<file path="src/rtl/decode_stage_pipe.sv">
// Instruction-decode stage for a MIPS-style pipeline. Register file with write-through,
// immediate extension, load-use stall detection and a valid/ready ID/EX output register.
module decode_stage_pipe #(
  parameter int unsigned XLEN     = 32,
  parameter int unsigned REG_AW   = 5,
  parameter int unsigned ZERO_REG = 1
) (
  input  logic              clock,
  input  logic              reset,
  input  logic              flush,
  input  logic              in_valid,
  output logic              in_ready,
  input  logic [31:0]       instr,
  input  logic              wb_en,
  input  logic [REG_AW-1:0] wb_addr,
  input  logic [XLEN-1:0]   wb_data,
  output logic              out_valid,
  input  logic              out_ready,
  output logic [XLEN-1:0]   out_alu_a,
  output logic [XLEN-1:0]   out_alu_b,
  output logic [XLEN-1:0]   out_store_data,
  output logic [XLEN-1:0]   out_imm,
  output logic [REG_AW-1:0] out_dest,
  output logic              out_regwrite,
  output logic              out_memread,
  output logic              out_memwrite,
  output logic              out_memtoreg,
  output logic              out_branch,
  output logic              out_illegal
);

  localparam int unsigned NREGS = 2 ** REG_AW;

  localparam logic [5:0] OP_R    = 6'h00;
  localparam logic [5:0] OP_LW   = 6'h23;
  localparam logic [5:0] OP_SW   = 6'h2B;
  localparam logic [5:0] OP_BEQ  = 6'h04;
  localparam logic [5:0] OP_ADDI = 6'h08;
  localparam logic [5:0] OP_ORI  = 6'h0D;

  logic [XLEN-1:0]   r_regs [NREGS];

  logic              r_valid;
  logic [XLEN-1:0]   r_alu_a;
  logic [XLEN-1:0]   r_alu_b;
  logic [XLEN-1:0]   r_store_data;
  logic [XLEN-1:0]   r_imm;
  logic [REG_AW-1:0] r_dest;
  logic              r_regwrite;
  logic              r_memread;
  logic              r_memwrite;
  logic              r_memtoreg;
  logic              r_branch;
  logic              r_illegal;

  logic [5:0]        w_op;
  logic [REG_AW-1:0] w_rs;
  logic [REG_AW-1:0] w_rt;
  logic [REG_AW-1:0] w_rd;
  logic [15:0]       w_imm16;
  logic              w_unused;

  logic              w_wb_writable;
  logic [XLEN-1:0]   w_rs_val;
  logic [XLEN-1:0]   w_rt_val;

  logic              w_regdst;
  logic              w_alusrc;
  logic              w_regwrite;
  logic              w_memread;
  logic              w_memwrite;
  logic              w_memtoreg;
  logic              w_branch;
  logic              w_illegal;
  logic              w_zext;
  logic [XLEN-1:0]   w_imm_ext;
  logic [XLEN-1:0]   w_alu_b;
  logic [REG_AW-1:0] w_dest;

  logic              w_rt_is_src;
  logic              w_dest_nz;
  logic              w_hz;
  logic              w_load;

  assign w_op     = instr[31:26];
  assign w_rs     = instr[21 +: REG_AW];
  assign w_rt     = instr[16 +: REG_AW];
  assign w_rd     = instr[11 +: REG_AW];
  assign w_imm16  = instr[15:0];
  // Upper index bits are intentionally ignored when REG_AW < 5.
  assign w_unused = ^instr;

  assign w_wb_writable = wb_en & ~((ZERO_REG != 0) && (wb_addr == '0));

  // Register file: clocked write, cleared by reset.
  always_ff @(posedge clock) begin
    if (reset) begin
      for (int unsigned i = 0; i < NREGS; i++) begin
        r_regs[i] <= '0;
      end
    end else if (w_wb_writable) begin
      r_regs[wb_addr] <= wb_data;
    end
  end

  // Asynchronous read with same-cycle write-through of the writeback port.
  always_comb begin
    w_rs_val = r_regs[w_rs];
    w_rt_val = r_regs[w_rt];
    if (w_wb_writable && (wb_addr == w_rs)) w_rs_val = wb_data;
    if (w_wb_writable && (wb_addr == w_rt)) w_rt_val = wb_data;
    if ((ZERO_REG != 0) && (w_rs == '0)) w_rs_val = '0;
    if ((ZERO_REG != 0) && (w_rt == '0)) w_rt_val = '0;
  end

  // Main control decode.
  always_comb begin
    w_regdst   = 1'b0;
    w_alusrc   = 1'b0;
    w_regwrite = 1'b0;
    w_memread  = 1'b0;
    w_memwrite = 1'b0;
    w_memtoreg = 1'b0;
    w_branch   = 1'b0;
    w_illegal  = 1'b0;
    w_zext     = 1'b0;
    case (w_op)
      OP_R: begin
        w_regdst   = 1'b1;
        w_regwrite = 1'b1;
      end
      OP_LW: begin
        w_alusrc   = 1'b1;
        w_memread  = 1'b1;
        w_memtoreg = 1'b1;
        w_regwrite = 1'b1;
      end
      OP_SW: begin
        w_alusrc   = 1'b1;
        w_memwrite = 1'b1;
      end
      OP_BEQ: begin
        w_branch   = 1'b1;
      end
      OP_ADDI: begin
        w_alusrc   = 1'b1;
        w_regwrite = 1'b1;
      end
      OP_ORI: begin
        w_alusrc   = 1'b1;
        w_regwrite = 1'b1;
        w_zext     = 1'b1;
      end
      default: begin
        w_illegal  = 1'b1;
      end
    endcase
  end

  assign w_imm_ext = w_zext ? XLEN'(w_imm16) : XLEN'($signed(w_imm16));
  assign w_alu_b   = w_alusrc ? w_imm_ext : w_rt_val;
  assign w_dest    = w_regdst ? w_rd : w_rt;

  // Load-use hazard: the held lw targets a register this instruction reads.
  assign w_rt_is_src = ~((w_op == OP_LW) | (w_op == OP_ADDI) | (w_op == OP_ORI));
  assign w_dest_nz   = (ZERO_REG == 0) || (r_dest != '0);
  assign w_hz        = r_valid & r_memread & w_dest_nz &
                       ((r_dest == w_rs) | ((r_dest == w_rt) & w_rt_is_src));

  assign in_ready = ~w_hz & (~r_valid | out_ready) & ~flush;
  assign w_load   = in_valid & in_ready;

  // ID/EX output register.
  always_ff @(posedge clock) begin
    if (reset) begin
      r_valid      <= 1'b0;
      r_alu_a      <= '0;
      r_alu_b      <= '0;
      r_store_data <= '0;
      r_imm        <= '0;
      r_dest       <= '0;
      r_regwrite   <= 1'b0;
      r_memread    <= 1'b0;
      r_memwrite   <= 1'b0;
      r_memtoreg   <= 1'b0;
      r_branch     <= 1'b0;
      r_illegal    <= 1'b0;
    end else if (flush) begin
      r_valid      <= 1'b0;
    end else if (w_load) begin
      r_valid      <= 1'b1;
      r_alu_a      <= w_rs_val;
      r_alu_b      <= w_alu_b;
      r_store_data <= w_rt_val;
      r_imm        <= w_imm_ext;
      r_dest       <= w_dest;
      r_regwrite   <= w_regwrite;
      r_memread    <= w_memread;
      r_memwrite   <= w_memwrite;
      r_memtoreg   <= w_memtoreg;
      r_branch     <= w_branch;
      r_illegal    <= w_illegal;
    end else if (out_ready && r_valid) begin
      r_valid      <= 1'b0;
    end
  end

  assign out_valid      = r_valid;
  assign out_alu_a      = r_alu_a;
  assign out_alu_b      = r_alu_b;
  assign out_store_data = r_store_data;
  assign out_imm        = r_imm;
  assign out_dest       = r_dest;
  assign out_regwrite   = r_regwrite;
  assign out_memread    = r_memread;
  assign out_memwrite   = r_memwrite;
  assign out_memtoreg   = r_memtoreg;
  assign out_branch     = r_branch;
  assign out_illegal    = r_illegal;

endmodule

</file>
<file path="config.mk">
export PLATFORM = sky130hd
export DESIGN_NAME = decode_stage_pipe
export DESIGN_NICKNAME = d
export VERILOG_FILES = /design/src/rtl/decode_stage_pipe.sv
export SDC_FILE = /design/constraint.sdc
export NUM_CORES = 2
export LEC_CHECK = 0
export CORE_MARGIN = 4
export CORE_UTILIZATION = 67
export CTS_CLUSTER_DIAMETER = 120
export DETAILED_ROUTE_END_ITERATION = 10
export GPL_TIMING_DRIVEN = 1
export PLACE_DENSITY = 0.86
export SYNTH_ARGS = -nofsm -noshare
export SYNTH_HDL_FRONTEND = slang
export SYNTH_SLANG_ARGS = --single-unit
</file>
<file path="constraint.sdc">
create_clock -name clock -period 4.8 [get_ports clock]
set_input_delay 0.96 -clock clock [delete_from_list [all_inputs] [get_ports clock]]
set_output_delay 0.96 -clock clock [all_outputs]
set_load 0.02 [all_outputs]
</file>
After elaboration in Yosys (flattened, before gate mapping)
Memories as Yosys holds them, arrays and structs flattened.
Index checks and enable logic that the tools add are counted.
{ "word_totals": {"wordCells": 78, "mem_count": 1, "register_bits": 139, "ramBits": 1024} }
{ "mem_list": {"columns": ["name", "depth", "word_bits", "rd", "rd_ports_with_merged_regs", "write_ports", "line_no", "source"], "rows": [
  ["r_regs", 32, 32, 2, 0, 32, "41", "logic [XLEN-1:0] r_regs [NREGS];"]
]} }
{ "op_classes": {"bitwise_logic": 17, "eq_ne": 9, "reduce_logical": 15, "muxes": 25} }
{ "ops": {"columns": ["op", "n"], "rows": [
  ["two-way mux 32 bit", 7],
  ["OR reduction 32 bit", 1],
  ["equality test 5 bit", 4],
  ["two-way mux 1 bit", 16],
  ["zero test 5 bit", 3],
  ["equality test 6 x 4 -> 1 bit (second input constant)", 2],
  ["equality test 6 bit (second input constant)", 2],
  ["two-way mux 5 bit", 2],
  ["bitwise AND 1 bit", 8],
  ["OR reduction 4 bit", 2],
  ["equality test 6 x 3 -> 1 bit (second input constant)", 1],
  ["zero test 6 bit", 1],
  ["OR reduction 6 bit", 1],
  ["inverter 1 bit", 5],
  ["nonzero test 5 bit", 1],
  ["OR 1 bit", 4],
  ["logical AND 1 bit", 3],
  ["AND reduction 2 bit", 1],
  ["nonzero test 2 bit", 1],
  ["OR reduction 2 bit", 1]
]} }

Logic depth before layout (Yosys ltp)
{ "logic_depth": {"word_depth": 12, "mapped_depth": 11, "depth_no_buf": 6} }

Least setup slack after synthesis
OpenSTA, ideal clock, no wires.
{ "synth_path": {"path_kind": "input to output", "startpoint": "in instr[25]", "endpoint": "out in_ready", "path_stages": 6, "arrival_time_ps": 1969, "setup_slack_ps": 1871, "path_cell_list": "buf_2 > xor2_1 > nor4_2 > a21oi_1 > nand2_1 > inv_1"} }
{ "synth_via": {"elab_chain_cells": 6} }
{ "synth_rtl": {"columns": ["element", "line_no", "source"], "rows": [
  ["start, declared", "13", "input logic [31:0] instr,"],
  ["equality test 5 bit", "168", "((r_dest == w_rs) | ((r_dest == w_rt) & w_rt_is_src));"],
  ["OR 1 bit", "168", null],
  ["bitwise AND 1 bit", "167", "assign w_hz = r_valid & r_memread & w_dest_nz &"],
  ["inverter 1 bit", "170", "assign in_ready = ~w_hz & (~r_valid | out_ready) & ~flush;"],
  ["bitwise AND 1 bit (2 in series)", "170", null],
  ["end, declared", "12", "output logic in_ready,"]
]} }
Every way passes these cells.

Final worst setup path
{ "layout_path": {"startpoint": "in instr[20]", "endpoint": "out in_ready"} }
{ "layout_via": {"elab_chain_cells": 7} }
{ "layout_rtl": {"columns": ["element", "line_no"], "rows": [
  ["equality test 5 bit", "168"],
  ["bitwise AND 1 bit", "168"],
  ["OR 1 bit", "168"],
  ["bitwise AND 1 bit", "167"],
  ["inverter 1 bit", "170"],
  ["bitwise AND 1 bit (2 in series)", "170"]
]} }
Every way passes these cells.

==> flow_metrics.env <==
export IMPL_post_cts_buffers=0
export IMPL_synth_edf_count=1024
export IMPL_synth_area_um2=60400
export IMPL_drt_wl_total_um=202000
export IMPL_syn_area_per_cell_um2=14.1
export IMPL_worst_setup_path_type="input port to output port"
export IMPL_ys_async_sr_fraction_pct=0
export IMPL_cts_hold_buf=0
export IMPL_synth_top_cell_by_area="edfxtp_1"
export IMPL_clk_pin_slew_ns=0.06
export IMPL_synthTopCellsByArea="edfxtp_1, mux4_2, and2_1, mux2i_1, dfxtp_1"
export IMPL_critPathCaptureType="output port"
export IMPL_clock_sinks=1148
export IMPL_fmax_ghz=0.246
export IMPL_met3WireLength_um=37300
export IMPL_slowest_delay_ns=0.55
export IMPL_io_buffer_count=215
export IMPL_layout_nets=4430
export IMPL_coreArea_um2=88900
export IMPL_r2r_slack_ns=2.02
export IMPL_placed_cell_area_um2=63700
export IMPL_tns_ns=0
export IMPL_hold_class="register to register"
export IMPL_synthFlopType="edfxtp_1"
export IMPL_drc=0
export IMPL_place_hpwl_um=125000
export IMPL_placementRows=109
export IMPL_initial_core_util_pct=67.9
export IMPL_netlist_area_leader_share_pct=50.9
export IMPL_crit_reg2reg_capture="out_alu_b[0]"
export IMPL_min_from="out_imm[10]"
export IMPL_power_leakage_nw=23.9
export IMPL_h_tree_depth=3
export IMPL_synth_seq_area_share_pct=55.0
export IMPL_worst_slew_pin_slew_ns=1.42
export IMPL_cp_startpoint="instr[20]"
export IMPL_top_layer_used="met5"
export IMPL_vdd_drop_max_mv=0.294
export IMPL_cts_buffers=113
export IMPL_finalHoldWorstSlack_ns=0.457
export IMPL_final_util_pct=76.0
export IMPL_ios=216
export IMPL_clkLatencyLatePin_ns=0.70
export IMPL_synth_common_cells="edfxtp_1, and2_1, mux4_2"
export IMPL_layout_min_cycle_time_ns=4.07
export IMPL_syn_to_final_growth_pct=11.9
export IMPL_cts_tree="built"
export IMPL_final_area_um2=67600
export IMPL_wire_per_inst_um=35.9
export IMPL_gp_congestion=0.949
export IMPL_setup_viol=0
export IMPL_synth_most_common_cell="edfxtp_1"
export IMPL_cp_required_ns=3.84
export IMPL_yosys_warnings=0
export IMPL_grt_pass1_wl_um=290000
export IMPL_num_vias=43200
export IMPL_ys_types=72
export IMPL_nFillCells=4941
export IMPL_max_cap_violations=0
export IMPL_clock_path_buffers=3
export IMPL_routed_wl_met2_um=88300
export IMPL_status="finished clean"
export IMPL_slowest_stage="clkdlybuf4s50_1"
export IMPL_drt_iter0_drc=8558
export IMPL_multi_input_area_um2=25000
export IMPL_die_area_um2=95000
export IMPL_regArea_um2=33200
export IMPL_vias_per_cell=7.67
export IMPL_m1WireLength_um=63300
export IMPL_cp_start_kind="input port"
export IMPL_rsz0062_at_grt="no"
export IMPL_ys_ff_latch=1148
export IMPL_grt_total_usage_pct=42.5
export IMPL_fin_skew_ns=0.0357
export IMPL_hold_viol=0
export IMPL_grt_max_degree=131
export IMPL_finalCritPeriodShare_pct=84.8
export IMPL_hold_path_depth=2
export IMPL_cp_arrival_ns=3.11
export IMPL_power_per_cell_area_nw_per_um2=360
export IMPL_cp_max_fo=16
export IMPL_die_y_um=308
export IMPL_maxSlewViolCount=0
export IMPL_ant_nets=0
export IMPL_relSlewSlack_pct=4.94
export IMPL_drive_above_1_share_pct=19.8
export IMPL_cp_cell_sequence="buf_2 -> xor2_1 -> nor4_1 -> nand3_1 -> nand2_1 -> inv_1 -> clkdlybuf4s50_1"
export IMPL_reg2reg_from="out_dest[0]"
export IMPL_firstDrtPassIters=8
export IMPL_grt_pass1_vias=42600
export IMPL_synthCells=4285
export IMPL_antenna_found_initial=16
export IMPL_worstHoldEndpoint="out_imm[10]"
export IMPL_rr_worst_depth=7
export IMPL_p_total_mw=24.3
export IMPL_ctsResizeCount=0
export IMPL_root_buffer="clkbuf_16"
export IMPL_grt_ovfl_total=0
export IMPL_die_w_um=308
[worst max path at each step]
stage	end	slack, ns
global placement	in_ready	0.82
CTS	in_ready	0.74
global route	in_ready	0.69
finish	in_ready	0.73
detailed placement	in_ready	0.78
floorplan	in_ready	1.87
[logic make-up (layout without fill, tap and decap cells)]
logic type             Yosys count  after routing  synth area share [%]
XOR/XNOR                        21             21                 0.305
AO/OA/AOI/OAI                  539            539                  6.64
AND/OR/NAND/NOR               1333           1333                  13.3
flip-flops                    1148           1148                  55.0
other                            1             39               0.00621
multiplexers                   771            771                  20.8
buffers and inverters          472            609                  3.88
[sequential cells by signal, indices dropped and copies added (netlist names), 5 cells and up]
| name | cells |
|---|---|
| out_store_data | 32 |
| out_alu_b | 32 |
| out_dest | 5 |
| out_alu_a | 32 |
| r_regs | 1024 |
| out_imm | 17 |
[final cells by class]
cell class              instances  share of cell area (%)
diodes                          7                  0.0259
clock buffers                 149                    4.59
clock inverters                64                    1.14
inverters                       6                  0.0333
multi-input cells            2696                    37.1
flip-flops and latches       1148                    49.2
well taps                    1165                    2.16
repair buffers                390                    5.81
[through the flow]
stage / setup slack (ns) / instances
final: 0.731 / 5625
after CTS: 0.736 / 5618
after global placement: 0.823 / 5405
after global routing: 0.693 / 5620
after floorplan: 1.87 / 4316
after detailed placement: 0.785 / 5405
[placed cells by master, fill, tap and decap left out, types with 14 or more instances in the layout]
master              n
clkdlybuf4s50_1   205
o22ai_1           102
a211oi_1           44
a22o_1             23
a21boi_0           16
clkinv_1           17
xor2_1             15
mux2_2             39
or2_2              38
a221o_1            32
dfxtp_1           124
buf_12             37
buf_4             142
edfxtp_1         1024
or3_1              14
mux4_2            383
a221oi_1           22
o221ai_1           29
clkinv_2           24
o2bb2ai_1          28
nor2b_1            23
a21oi_1            92
o21a_1             31
nor2_1             28
conb_1             32
a22oi_1            49
nand2_1            89
clkbuf_16         118
and2_1            995
clkbuf_1           28
bufinv_16          18
nand3_1            32
nor2_2             32
mux2i_1           349
[critical path: cells and delay by family]
family        cells  cell delay (ns)
xor+xnor          1             0.15
buf+inv           3             1.16
simple gates      3             0.83
[where the power goes]
part	internal, mW	total, mW	leakage [nW]	switching [mW]
clock network	5.49	9.37	1.90	3.88
registers	11.4	11.8	10.8	0.356
logic	1.26	3.13	11.3	1.87
total	18.2	24.3	23.9	6.11
[layer usage]
layer | track usage, % | up-vias
li1 | - | 16500
met1 | 53.3 | 20900
met2 | 62.7 | 4703
met3 | 18.8 | 1036
met4 | 22.9 | 20
met5 | 0 | -
Power figures use the tool's default switching activity.
